$ cat config.mk
export PLATFORM = sky130hd
export DESIGN_NAME = dual_issue_hazard_ctrl_flat
export DESIGN_NICKNAME = d
export VERILOG_FILES = /design/src/rtl/dual_issue_hazard_ctrl_if.sv /design/src/rtl/dual_issue_hazard_ctrl.sv /design/src/flat_wrapper.sv
export SDC_FILE = /design/constraint.sdc
export NUM_CORES = 1
export LEC_CHECK = 0
export BUFFER_PORTS_ARGS = -buffer_cell sky130_fd_sc_hd__buf_4
export CAP_MARGIN = 20
export CORE_UTILIZATION = 40
export DETAILED_ROUTE_END_ITERATION = 8
export PLACE_DENSITY = 0.74
export REMOVE_ABC_BUFFERS = 1
export SLEW_MARGIN = 20
export SYNTH_ARGS = -nofsm -noshare
export SYNTH_HDL_FRONTEND = slang
export SYNTH_SLANG_ARGS = --single-unit
$ cat constraint.sdc
create_clock -name clk -period 5.6 [get_ports clk]
set_input_delay 0.84 -clock clk [delete_from_list [all_inputs] [get_ports clk]]
set_output_delay 0.84 -clock clk [all_outputs]
set_load 0.02 [all_outputs]
$ cat src/rtl/dual_issue_hazard_ctrl_if.sv
// ID/EX hazard bus between the dual-issue pipeline and its hazard controller.
// The pipeline (master) presents the decoded ID pair and the EX load
// descriptors; the controller (slave) returns stall/flush controls.
// Handshake: there is no valid/ready pair here; the controls are a pure
// function of the current cycle's bus contents and the controller state,
// and the pipeline registers consume them on the next rising clk edge.
interface dual_issue_hazard_ctrl_if;
  logic       valid0_d;
  logic       valid1_d;
  logic [4:0] rs1_d0;
  logic [4:0] rs2_d0;
  logic [4:0] rd_d0;
  logic [4:0] rs1_d1;
  logic [4:0] rs2_d1;
  logic       regwrite_d0;
  logic       mem_d0;
  logic       mem_d1;
  logic       ctl_d0;
  logic       ctl_d1;
  logic       memread_e0;
  logic       memread_e1;
  logic [4:0] rd_e0;
  logic [4:0] rd_e1;
  logic       redirect_e;
  logic       stall_f;
  logic       stall_d;
  logic       flush_d;
  logic       flush_e0;
  logic       flush_e1;

  modport master (
    output valid0_d, valid1_d, rs1_d0, rs2_d0, rd_d0, rs1_d1, rs2_d1,
           regwrite_d0, mem_d0, mem_d1, ctl_d0, ctl_d1,
           memread_e0, memread_e1, rd_e0, rd_e1, redirect_e,
    input  stall_f, stall_d, flush_d, flush_e0, flush_e1
  );

  modport slave (
    input  valid0_d, valid1_d, rs1_d0, rs2_d0, rd_d0, rs1_d1, rs2_d1,
           regwrite_d0, mem_d0, mem_d1, ctl_d0, ctl_d1,
           memread_e0, memread_e1, rd_e0, rd_e1, redirect_e,
    output stall_f, stall_d, flush_d, flush_e0, flush_e1
  );
endinterface

$ cat src/rtl/dual_issue_hazard_ctrl.sv
// Dual-issue hazard and issue controller: picks dual issue, split issue,
// load-use bubble or redirect flush each cycle and counts those events.
module dual_issue_hazard_ctrl #(
  parameter int CNT_W = 16
) (
  input  logic                 clk,
  input  logic                 rst_n,
  dual_issue_hazard_ctrl_if.slave hz,
  output logic                 split_q,
  output logic [CNT_W-1:0]     split_cnt,
  output logic [CNT_W-1:0]     lu_cnt,
  output logic [CNT_W-1:0]     flush_cnt
);

  typedef enum logic {NORMAL = 1'b0, SPLIT = 1'b1} state_t;

  state_t state_q, state_d;
  logic   inc_split, inc_lu, inc_flush;
  logic   stall_f, stall_d, flush_d, flush_e0, flush_e1;

  // x0 never creates a dependence
  function automatic logic match(input logic [4:0] a, input logic [4:0] b);
    return (a == b) && (b != 5'd0);
  endfunction

  // A source register that is the target of a load still in EX
  function automatic logic ld_hit(input logic [4:0] r,
                                  input logic m0, input logic [4:0] d0,
                                  input logic m1, input logic [4:0] d1);
    return (m0 && match(r, d0)) || (m1 && match(r, d1));
  endfunction

  logic hit0, hit1, luse, dep01, conflict;

  // Hazard detection: slot 0 sources are ignored in SPLIT because slot 0 has already issued
  always_comb begin
    hit0 = ld_hit(hz.rs1_d0, hz.memread_e0, hz.rd_e0, hz.memread_e1, hz.rd_e1) ||
           ld_hit(hz.rs2_d0, hz.memread_e0, hz.rd_e0, hz.memread_e1, hz.rd_e1);
    hit1 = ld_hit(hz.rs1_d1, hz.memread_e0, hz.rd_e0, hz.memread_e1, hz.rd_e1) ||
           ld_hit(hz.rs2_d1, hz.memread_e0, hz.rd_e0, hz.memread_e1, hz.rd_e1);
    luse = (hz.valid0_d && (state_q == NORMAL) && hit0) || (hz.valid1_d && hit1);
    dep01 = hz.regwrite_d0 && (match(hz.rs1_d1, hz.rd_d0) || match(hz.rs2_d1, hz.rd_d0));
    conflict = hz.valid0_d && hz.valid1_d &&
               (dep01 || (hz.mem_d0 && hz.mem_d1) || (hz.ctl_d0 && hz.ctl_d1));
  end

  // Issue decision: priority redirect > load-use > pair conflict; all controls held low in reset
  always_comb begin
    state_d   = state_q;
    stall_f   = 1'b0;
    stall_d   = 1'b0;
    flush_d   = 1'b0;
    flush_e0  = 1'b0;
    flush_e1  = 1'b0;
    inc_split = 1'b0;
    inc_lu    = 1'b0;
    inc_flush = 1'b0;
    if (rst_n) begin
      if (hz.redirect_e) begin
        flush_d   = 1'b1;
        flush_e0  = 1'b1;
        flush_e1  = 1'b1;
        inc_flush = 1'b1;
        state_d   = NORMAL;
      end else if (luse) begin
        stall_f  = 1'b1;
        stall_d  = 1'b1;
        flush_e0 = 1'b1;
        flush_e1 = 1'b1;
        inc_lu   = 1'b1;
      end else if (state_q == SPLIT) begin
        // second half of a split: only slot 1 enters EX
        flush_e0 = 1'b1;
        state_d  = NORMAL;
      end else if (conflict) begin
        stall_f   = 1'b1;
        stall_d   = 1'b1;
        flush_e1  = 1'b1;
        inc_split = 1'b1;
        state_d   = SPLIT;
      end
    end
  end

  assign hz.stall_f  = stall_f;
  assign hz.stall_d  = stall_d;
  assign hz.flush_d  = flush_d;
  assign hz.flush_e0 = flush_e0;
  assign hz.flush_e1 = flush_e1;
  assign split_q     = (state_q == SPLIT);

  // State register and saturating event counters
  always_ff @(posedge clk or negedge rst_n) begin
    if (!rst_n) begin
      state_q   <= NORMAL;
      split_cnt <= '0;
      lu_cnt    <= '0;
      flush_cnt <= '0;
    end else begin
      state_q <= state_d;
      if (inc_split && (split_cnt != '1)) split_cnt <= split_cnt + 1'b1;
      if (inc_lu    && (lu_cnt    != '1)) lu_cnt    <= lu_cnt + 1'b1;
      if (inc_flush && (flush_cnt != '1)) flush_cnt <= flush_cnt + 1'b1;
    end
  end

endmodule

$ cat src/flat_wrapper.sv
// flat-port wrapper written by rule: the top's interface ports become plain ports
module dual_issue_hazard_ctrl_flat 
#(
  parameter int CNT_W = 16
)
  (clk, rst_n, split_q, split_cnt, lu_cnt, flush_cnt, hz_valid0_d, hz_valid1_d, hz_rs1_d0, hz_rs2_d0, hz_rd_d0, hz_rs1_d1, hz_rs2_d1, hz_regwrite_d0, hz_mem_d0, hz_mem_d1, hz_ctl_d0, hz_ctl_d1, hz_memread_e0, hz_memread_e1, hz_rd_e0, hz_rd_e1, hz_redirect_e, hz_stall_f, hz_stall_d, hz_flush_d, hz_flush_e0, hz_flush_e1);
  dual_issue_hazard_ctrl_if hz_i ();
  input  logic clk;
  input  logic rst_n;
  output logic split_q;
  output logic [CNT_W-1:0] split_cnt;
  output logic [CNT_W-1:0] lu_cnt;
  output logic [CNT_W-1:0] flush_cnt;
  input wire logic [$bits(hz_i.valid0_d)-1:0] hz_valid0_d;
  input wire logic [$bits(hz_i.valid1_d)-1:0] hz_valid1_d;
  input wire logic [$bits(hz_i.rs1_d0)-1:0] hz_rs1_d0;
  input wire logic [$bits(hz_i.rs2_d0)-1:0] hz_rs2_d0;
  input wire logic [$bits(hz_i.rd_d0)-1:0] hz_rd_d0;
  input wire logic [$bits(hz_i.rs1_d1)-1:0] hz_rs1_d1;
  input wire logic [$bits(hz_i.rs2_d1)-1:0] hz_rs2_d1;
  input wire logic [$bits(hz_i.regwrite_d0)-1:0] hz_regwrite_d0;
  input wire logic [$bits(hz_i.mem_d0)-1:0] hz_mem_d0;
  input wire logic [$bits(hz_i.mem_d1)-1:0] hz_mem_d1;
  input wire logic [$bits(hz_i.ctl_d0)-1:0] hz_ctl_d0;
  input wire logic [$bits(hz_i.ctl_d1)-1:0] hz_ctl_d1;
  input wire logic [$bits(hz_i.memread_e0)-1:0] hz_memread_e0;
  input wire logic [$bits(hz_i.memread_e1)-1:0] hz_memread_e1;
  input wire logic [$bits(hz_i.rd_e0)-1:0] hz_rd_e0;
  input wire logic [$bits(hz_i.rd_e1)-1:0] hz_rd_e1;
  input wire logic [$bits(hz_i.redirect_e)-1:0] hz_redirect_e;
  output wire logic [$bits(hz_i.stall_f)-1:0] hz_stall_f;
  output wire logic [$bits(hz_i.stall_d)-1:0] hz_stall_d;
  output wire logic [$bits(hz_i.flush_d)-1:0] hz_flush_d;
  output wire logic [$bits(hz_i.flush_e0)-1:0] hz_flush_e0;
  output wire logic [$bits(hz_i.flush_e1)-1:0] hz_flush_e1;
  assign hz_i.valid0_d = hz_valid0_d;
  assign hz_i.valid1_d = hz_valid1_d;
  assign hz_i.rs1_d0 = hz_rs1_d0;
  assign hz_i.rs2_d0 = hz_rs2_d0;
  assign hz_i.rd_d0 = hz_rd_d0;
  assign hz_i.rs1_d1 = hz_rs1_d1;
  assign hz_i.rs2_d1 = hz_rs2_d1;
  assign hz_i.regwrite_d0 = hz_regwrite_d0;
  assign hz_i.mem_d0 = hz_mem_d0;
  assign hz_i.mem_d1 = hz_mem_d1;
  assign hz_i.ctl_d0 = hz_ctl_d0;
  assign hz_i.ctl_d1 = hz_ctl_d1;
  assign hz_i.memread_e0 = hz_memread_e0;
  assign hz_i.memread_e1 = hz_memread_e1;
  assign hz_i.rd_e0 = hz_rd_e0;
  assign hz_i.rd_e1 = hz_rd_e1;
  assign hz_i.redirect_e = hz_redirect_e;
  assign hz_stall_f = hz_i.stall_f;
  assign hz_stall_d = hz_i.stall_d;
  assign hz_flush_d = hz_i.flush_d;
  assign hz_flush_e0 = hz_i.flush_e0;
  assign hz_flush_e1 = hz_i.flush_e1;
  dual_issue_hazard_ctrl #(.CNT_W(CNT_W)) u_core (.clk(clk), .rst_n(rst_n), .hz(hz_i), .split_q(split_q), .split_cnt(split_cnt), .lu_cnt(lu_cnt), .flush_cnt(flush_cnt));
endmodule
==> PnR_summary.wiki, run 1 <==
{| class="wikitable"
! Metric !! Value
|-
| Outcome || complete, no violations
|-
| Length of the first detailed-routing pass in iterations || 6
|-
| Boundary Pins || roughly 100
|-
| Setup crit start || hz_rd_d0[1]
|-
| Share of flip-flops with an asynchronous set or reset || 100%
|-
| Final instance area || about 0.004 mm2
|-
| Post-CTS Resized || 0
|-
| Site row count || 31
|-
| Number of fill cells || 696
|-
| Hold-fix buffers at CTS || 0
|-
| Violation count after the first detailed-route iteration || 95
|-
| Leakage power summed over all cells || approximately 1.8 nW
|-
| CTS H-tree lvls || 2
|-
| Fraction of final layout cells sized beyond drive strength 1 || 29.7%
|-
| CTS root buf || sky130_fd_sc_hd__clkbuf_8
|-
| Placed cell areas || 0.00380 mm2
|-
| Sequential share of the synthesized area || 40.4%
|-
| Wire per inst || 14.3 um
|-
| Antenna violation net count after detailed routing || 0
|-
| Clock buffer count from CTS || 5
|-
| DRT Wirelength || about 7100 um
|-
| Category of the worst setup path capture point || output port
|-
| Launch point of the worst hold path || u_core.flush_cnt[14]
|-
| HPWL reported at the end of detailed placement || approximately 5400 um
|-
| Wire length of the first global-routing pass || between 10,000 and 15,000 um
|-
| Syn_area_per_cell || between 9 and 10 um2
|-
| Synth Register Bits || approximately 50
|-
| Biggest fanout along the worst timing path || 3
|-
| Setup CP Type || in2out
|-
| Area leader, netlist || sky130_fd_sc_hd__dfrtp_1
|-
| Sum Neg Setup Slack || 0 ns
|-
| Number of instances in the synthesized netlist || 306
|-
| Die Area || around 0.008 mm2
|-
| Unrepaired setup endpoints after global routing || no
|-
| Maximum number of pins on one net before global-route repair || 56
|-
| Max layer used || met4
|-
| Initial Utilization || about two fifths
|-
| Number of remaining DRC errors || 0
|-
| Post-synth EDFFs || 0
|-
| Count of nets after finishing || 447
|-
| Area of the mapped netlist || 0.00304 mm2
|-
| Setup Viol. Count Final || 0
|-
| Overall via count from detail_route || around 2.5k
|-
| Number of buffers between clock root and the deepest sink || 2
|-
| Leading cell types in the layout, fill and taps excluded || sky130_fd_sc_hd__buf_4, sky130_fd_sc_hd__xnor2_1, sky130_fd_sc_hd__dfrtp_1
|-
| Clock tree from TritonCTS || yes
|-
| Port Buffers || 100
|-
| Core Region || about 0.0073 mm2
|-
| Layout-stage area growth over the synthesis result || 27.9%
|-
| Main area contributors after synthesis || sky130_fd_sc_hd__dfrtp_1, sky130_fd_sc_hd__xnor2_1, sky130_fd_sc_hd__xor2_1, sky130_fd_sc_hd__nand2_1, sky130_fd_sc_hd__nand4_1
|-
| Worst-Skew Late Latency || approximately 0.29 ns
|-
| Setup bufs post-CTS || 0
|-
| DIE HEIGHT || about 89 um
|-
| Global-route usage over all layers || around 18%
|-
| Final RePlAce weighted congestion || 0.878
|-
| Antenna diode count || 0
|-
| Reg-to-reg critical path startpoint || u_core.split_cnt[3]
|-
| Type of the worst min-delay path || reg2reg
|-
| Final critical delay including setup and external delays || ~3.4 ns
|-
| Maximum clock frequency || about 300 MHz
|-
| Clk slew on worst S/H paths || about 0.09 ns
|-
| Wire length on met3 || around 500 um
|-
| Per-cell via count in the routed design || between 5 and 6
|-
| Main flop type after synthesis || sky130_fd_sc_hd__dfrtp_1
|-
| Final Hold Vio Count || 0
|-
| Number of antenna violations at the first check in global routing || 0
|-
| Worst slew margin || 55.7%
|-
| Commonest non-fill, non-tap cell in the layout || sky130_fd_sc_hd__buf_4
|-
| Global route overflow || 0
|-
| Count of distinct cell types in the synthesized netlist || 38
|-
| Setup Skew || between 0.01 and 0.015 ns
|-
| Synth Warn # || 0
|-
| WP data arrival || roughly 2.6 ns
|-
| Via count of the first global-routing pass || 2,479
|-
| Area share of the largest cell type after synthesis || between 40% and 50%
|-
| Period utilization || slightly above 60%
|-
| Transition time at the pin with the least slew margin || around 0.66 ns
|-
| Power per standard cell area || approximately 240 mW/mm2
|-
| Metal2 WL || 3320 um
|-
| Kind of launch point of the worst setup path || input pin
|-
| Data required, critical path || approximately 4.8 ns
|-
| Worst IR drop on VDD || around 0.23 mV
|-
| Count of max-cap constraint violations || 0
|-
| # clock sinks || 49
|-
| Met1 wire length || between 3000 and 4000 um
|-
| Chip width || approximately 89 um
|-
| Final count of pins violating max slew || 0
|}
-- synthesized netlist by cell type (3+ instances only) --
| library cell | number |
|---|---|
| sky130_fd_sc_hd__mux2_2 | 6 |
| sky130_fd_sc_hd__nor2_1 | 6 |
| sky130_fd_sc_hd__nand2_1 | 33 |
| sky130_fd_sc_hd__nand4_1 | 18 |
| sky130_fd_sc_hd__inv_1 | 4 |
| sky130_fd_sc_hd__or4_1 | 3 |
| sky130_fd_sc_hd__and3_1 | 16 |
| sky130_fd_sc_hd__clkbuf_1 | 3 |
| sky130_fd_sc_hd__nor3_1 | 9 |
| sky130_fd_sc_hd__xor2_1 | 22 |
| sky130_fd_sc_hd__nand2b_1 | 4 |
| sky130_fd_sc_hd__ha_1 | 3 |
| sky130_fd_sc_hd__buf_4 | 10 |
| sky130_fd_sc_hd__dfrtp_1 | 49 |
| sky130_fd_sc_hd__nand3_1 | 18 |
| sky130_fd_sc_hd__nor4_1 | 4 |
| sky130_fd_sc_hd__xnor2_1 | 68 |
-- area by class of cell --
| type | instances | area, um2 | area share, % |
|---|---|---|---|
| clock buffer | 6 | 72.6 | 1.87 |
| timing repair buffer | 100 | 751 | 19.3 |
| tap | 99 | 124 | 3.19 |
| clock inverter | 1 | 8.76 | 0.225 |
| sequential | 49 | 1230 | 31.6 |
| multi-input combinational | 237 | 1690 | 43.4 |
| inverter | 4 | 15.0 | 0.386 |
-- power breakdown --
part	internal [mW]	switching, mW
clock	0.0868	0.114
combinational	0.133	0.146
sequential	0.391	0.0547
-- final timing paths --
kind | endpoint | slack (ns) | depth (start not counted)
min in group asynchronous | u_core.flush_cnt[6] | 0.56 | 1
max in group asynchronous | u_core.lu_cnt[3] | 4.57 | 1
hold / removal | u_core.flush_cnt[14] | 0.50 | 1
setup reg to reg | u_core.split_cnt[1] | 3.37 | 7
hold reg to reg | u_core.flush_cnt[14] | 0.50 | 1
setup / recovery | hz_flush_e1 | 2.21 | 7
-- registers in the layout, indices dropped and copies added (netlist names) --
name / cells
u_core.flush_cnt: 16
u_core.lu_cnt: 16
u_core.split_cnt: 16
u_core.split_q: 1
-- kinds of logic (layout without fill, tap and decap cells) --
kind of cell,count (synthesis),after routing,share of synthesized area (%)
AND/OR/NAND/NOR,119,119,21.0
buffers and inverters,20,111,4.04
flip-flops,49,49,40.4
adder cells (fa/ha/maj),3,3,1.24
multiplexers,6,6,2.22
XOR/XNOR,90,90,26.0
AO/OA/AOI/OAI,19,19,5.19
-- stage by stage --
stage | utilization (%) | instances | hold slack (ns) | total power, mW | setup WS [ns]
after global placement | 52.2 | 489 | 0.477 | 0.726 | 2.25
final | 53.3 | 496 | 0.495 | 0.926 | 2.21
after floorplan | - | 290 | 0.544 | 0.594 | 2.51
after global routing | 53.3 | 496 | 0.528 | 0.983 | 2.09
after detailed placement | 52.2 | 489 | 0.484 | 0.733 | 2.21
after CTS | 53.3 | 496 | 0.498 | 0.938 | 2.20
-- critical path: stages --
cell and delay [ns]:
sky130_fd_sc_hd__buf_4 0.12, sky130_fd_sc_hd__or4_1 0.51, sky130_fd_sc_hd__o21a_1 0.18, sky130_fd_sc_hd__a222oi_1 0.35, sky130_fd_sc_hd__nor2_1 0.13, sky130_fd_sc_hd__o31a_1 0.26
sky130_fd_sc_hd__buf_4 0.16
-- layer usage --
| layer | GRT usage [%] | up-vias |
|---|---|---|
| met5 | 0 | - |
| met4 | 5.48 | 0 |
| met3 | 3.42 | 9 |
| met2 | 31.0 | 93 |
| met1 | 23.1 | 1200 |
| li1 | - | 1232 |
No activity file was read; power rests on OpenSTA's default activity.
==> inputs of run 2 (changes only) <==
--- a/config.mk
+++ b/config.mk
@@ -5,6 +5,7 @@
 export SDC_FILE = /design/constraint.sdc
 export NUM_CORES = 1
 export LEC_CHECK = 0
+export ABC_AREA = 1
 export BUFFER_PORTS_ARGS = -buffer_cell sky130_fd_sc_hd__buf_4
 export CAP_MARGIN = 20
 export CORE_UTILIZATION = 40
==> constraint.sdc (replaced) <==
create_clock -name clk -period 2.78 [get_ports clk]
set_input_delay 0.417 -clock clk [delete_from_list [all_inputs] [get_ports clk]]
set_output_delay 0.417 -clock clk [all_outputs]
set_load 0.02 [all_outputs]
==> run 2 against run 1 <==
The flow now finishes with violations (design-rule violations). Global-route usage is 1.9 points higher. Final area rose by 19%. Area after synthesis is 23% higher. Worst hold slack got worse by 0.019 ns. Clock skew increased by 0.0024 ns. Setup slack got worse by 1.7 ns. Utilization is 0.90 points lower. Clock power is 100% higher. Synthesized cell count is 79% higher. First-iteration DRC count increased by 40%. Critical endpoint is now u_core.lu_cnt[1].
==> PnR_summary.wiki, run 2 <==
{| class="wikitable"
! Metric !! Value
|-
| Outcome || finished with violations
|-
| Violations in the final reports || design-rule violations
|-
| Worst-Skew Late Latency || 0.30 ns (about the same)
|-
| Reg-to-reg critical path startpoint || u_core.lu_cnt[0]
|-
| Power per standard cell area || 406 mW/mm2 (+70%)
|-
| Number of fill cells || 893 (+28%)
|-
| Violation count after the first detailed-route iteration || 133 (+40%)
|-
| Area share of the largest cell type after synthesis || 33.0% (-7.4 points)
|-
| Storage element area || 0.00123 mm2 (unchanged)
|-
| Number of buffers between clock root and the deepest sink || 2 (unchanged)
|-
| CTS root buf || sky130_fd_sc_hd__clkbuf_8
|-
| Leakage power summed over all cells || 2.51 nW (+43%)
|-
| Initial Utilization || 42.1% (+0.41 points)
|-
| Share of flip-flops with an asynchronous set or reset || 100% (unchanged)
|-
| Overall via count from detail_route || 3,695 (+46%)
|-
| DIE HEIGHT || 98.5 um (+10%)
|-
| Final instance area || 0.00463 mm2 (+19%)
|-
| Final Hold Vio Count || 0 (unchanged)
|-
| Leading cell types in the layout, fill and taps excluded || sky130_fd_sc_hd__nand2_1, sky130_fd_sc_hd__buf_4, sky130_fd_sc_hd__inv_1
|-
| Number of instances in the synthesized netlist || 549 (+79%)
|-
| R2r endpoint || u_core.lu_cnt[1]
|-
| Clock tree from TritonCTS || yes
|-
| Clk slew on worst S/H paths || 0.10 ns (about the same)
|-
| Area used by multi-input combinational logic || 0.00212 mm2 (+26%)
|-
| Sum Neg Setup Slack || 0 ns (unchanged)
|-
| HPWL reported at the end of detailed placement || 7310 um (+35%)
|-
| Synth Register Bits || 49 (unchanged)
|-
| Number of antenna violations at the first check in global routing || 0 (unchanged)
|-
| Boundary Pins || 101 (unchanged)
|-
| Unrepaired setup endpoints after global routing || no
|-
| Final hold slack || 0.476 ns (-0.0193 ns)
|-
| # clock sinks || 49 (unchanged)
|-
| Final count of pins violating max slew || 0 (unchanged)
|-
| Met1 routing resource usage after global routing || 28.1% (+5.0 points)
|-
| WP data arrival || 2.44 ns (-0.11 ns)
|-
| Port Buffers || 100 (unchanged)
|-
| R2R setup slack || 0.55 ns (-2.82 ns)
|-
| Top flop regs || u_core.flush_cnt (16), u_core.lu_cnt (16), u_core.split_cnt (16)
|-
| Setup Skew || 0.0142 ns (+0.00242 ns)
|-
| Transition time at the pin with the least slew margin || 0.612 ns (-0.0516 ns)
|-
| Wire per inst || 12.1 um (-15%)
|-
| Final critical delay including setup and external delays || ~2.2 ns
|-
| Met3 track demand over resource in global routing || 2.84% (-0.58 points)
|-
| Cells traversed along the worst timing path || ha_1 -> inv_1 -> nor4_4 -> nand2_1 -> nor2_1 -> nand4_1 -> nand3_2 -> nand2_1 -> o21ai_1
|-
| Per-cell via count in the routed design || 4.87 (-4.6%)
|-
| Maximum number of pins on one net before global-route repair || 49 (-13%)
|-
| Chip width || 98.5 um (+10%)
|-
| CTS H-tree lvls || 2 (unchanged)
|-
| Endpoint of the worst hold path || u_core.lu_cnt[0]
|-
| Setup bufs post-CTS || 0 (unchanged)
|-
| Biggest fanout along the worst timing path || 31 (+28)
|-
| Maximum clock frequency || between 400 and 500 MHz
|-
| Length of the first detailed-routing pass in iterations || 8 (+2)
|-
| Count of max-cap constraint violations || 0 (unchanged)
|-
| Antenna violation net count after detailed routing || 0 (unchanged)
|-
| Hold-fix buffers at CTS || 1 (+1)
|-
| Main flop type after synthesis || sky130_fd_sc_hd__dfrtp_1
|-
| Wire length of the first global-routing pass || 16,000 um (+43%)
|-
| Type of the worst min-delay path || in2reg
|-
| Sequential share of the synthesized area || 33.0% (-7.4 points)
|-
| Gr busiest metal || met2
|-
| Kind of launch point of the worst setup path || register
|-
| Launch point of the worst hold path || hz_redirect_e
|-
| Number of remaining DRC errors || 1 (+1)
|-
| Placed cell areas || 0.00454 mm2 (+19%)
|-
| Post-CTS Resized || 0 (unchanged)
|-
| Global route overflow || 0 (unchanged)
|-
| Clock buffer count from CTS || 5 (unchanged)
|-
| Cell type group with the largest total delay on the critical path || simple AND/OR/NAND/NOR gates
|-
| Via count of the first global-routing pass || 3,487 (+41%)
|-
| Die Area || 0.00969 mm2 (+22%)
|-
| Total buffers and inverters traversed by the critical path || 1 (-1)
|-
| Main area contributors after synthesis || sky130_fd_sc_hd__dfrtp_1, sky130_fd_sc_hd__nand2_1, sky130_fd_sc_hd__inv_1, sky130_fd_sc_hd__xor2_1, sky130_fd_sc_hd__xnor2_1
|-
| Post-synth EDFFs || 0 (unchanged)
|-
| Worst IR drop on VDD || 0.332 mV (+45%)
|-
| Data required, critical path || 2.99 ns (-1.77 ns)
|-
| Site row count || 34 (+9.7%)
|-
| Antenna diode count || 0 (unchanged)
|-
| Most prevalent standard cell on the critical path || sky130_fd_sc_hd__nand2_1
|-
| Met2 usage in global routing || 33.0% (+2.0 points)
|-
| Fraction of final layout cells sized beyond drive strength 1 || 19.7% (-10 points)
|-
| Core Region || 0.00885 mm2 (+21%)
|-
| Count of distinct cell types in the synthesized netlist || 30 (-21%)
|-
| Syn_area_per_cell || 6.78 um2 (-32%)
|-
| Period utilization || roughly four fifths
|-
| DRT Wirelength || 9180 um (+30%)
|-
| Final RePlAce weighted congestion || 0.913 (+4.0%)
|-
| Top cell types by occurrence after synthesis || sky130_fd_sc_hd__nand2_1, sky130_fd_sc_hd__inv_1, sky130_fd_sc_hd__dfrtp_1
|-
| Setup CP Type || reg2reg
|-
| Setup Viol. Count Final || 0 (unchanged)
|-
| Slowest cell delay on critical path || 0.52 ns (about the same)
|-
| Count of nets after finishing || 699 (+56%)
|-
| Category of the worst setup path capture point || register
|-
| Global-route usage over all layers || 20.0% (+1.9 points)
|-
| Commonest non-fill, non-tap cell in the layout || sky130_fd_sc_hd__nand2_1
|-
| Worst R2R Path Depth || 9 (+2)
|-
| Cell depth of the worst hold path || 4 (+3)
|-
| Most repeated cell in the gate-level netlist after synthesis || sky130_fd_sc_hd__nand2_1
|-
| Synth Warn # || 0 (unchanged)
|-
| Area leader, netlist || sky130_fd_sc_hd__dfrtp_1
|-
| Area of the mapped netlist || 0.00372 mm2 (+23%)
|-
| Worst slew margin || 59.2% (+3.4 points)
|-
| Layout-stage area growth over the synthesis result || 24.5%
|-
| Standard cell with the maximum stage delay on the critical path || sky130_fd_sc_hd__dfrtp_1
|}
-- run 2: metal layers --
layer	routed length, um	up-vias
met5	0	-
met4	74	0
met3	304	4
met2	4270	77
met1	4530	1716
li1	-	1898
-- run 2: how the worst max path moves through the flow --
stage	start	endpoint	slack [ns]	cells after the start
after CTS	u_core.lu_cnt[0]	u_core.lu_cnt[1]	0.50	9
after detailed placement	hz_rd_e1[0]	u_core.lu_cnt[7]	0.50	13
after global routing	u_core.lu_cnt[0]	u_core.lu_cnt[1]	0.26	9
after floorplan	hz_rd_e1[0]	hz_stall_d	0.72	12
after global placement	hz_rd_e1[0]	u_core.lu_cnt[3]	0.59	13
final	u_core.lu_cnt[0]	u_core.lu_cnt[1]	0.55	9
-- run 2: power breakdown --
group	switching (mW)	internal, mW
Combinational	0.333	0.254
Clock	0.233	0.179
Sequential	0.100	0.781
-- run 2: final cells by class --
class                   count  share of cell area, %
clock buffers               7                   1.65
repair buffers            102                   16.6
flip-flops and latches     49                   26.5
multi-input cells         412                   45.8
clock inverters             1                  0.162
well taps                 108                   2.92
inverters                  79                   6.40
-- run 2: kinds of logic after synthesis --
group	share of synthesized area (%)
flops	33.0
mux	0.303
compound gates	3.19
fa+ha+maj	1.01
simple gates	38.7
xor+xnor	13.9
buf+inv	9.95
-- run 2: tightest hold or removal path, stage by stage --
cell	delay (ns)
sky130_fd_sc_hd__buf_4	0.11
sky130_fd_sc_hd__nor2_1	0.08
sky130_fd_sc_hd__nand4_1	0.09
sky130_fd_sc_hd__nand2_1	0.05
-- run 2: stage by stage --
stage	std cells	power, mW	utilization (%)	setup WS, ns
after CTS	758	1.91	52.4	0.498
final	758	1.88	52.4	0.548
after global placement	749	1.47	51.3	0.593
after global routing	758	2.00	52.4	0.263
after floorplan	540	1.20	-	0.723
after detailed placement	749	1.49	51.3	0.505
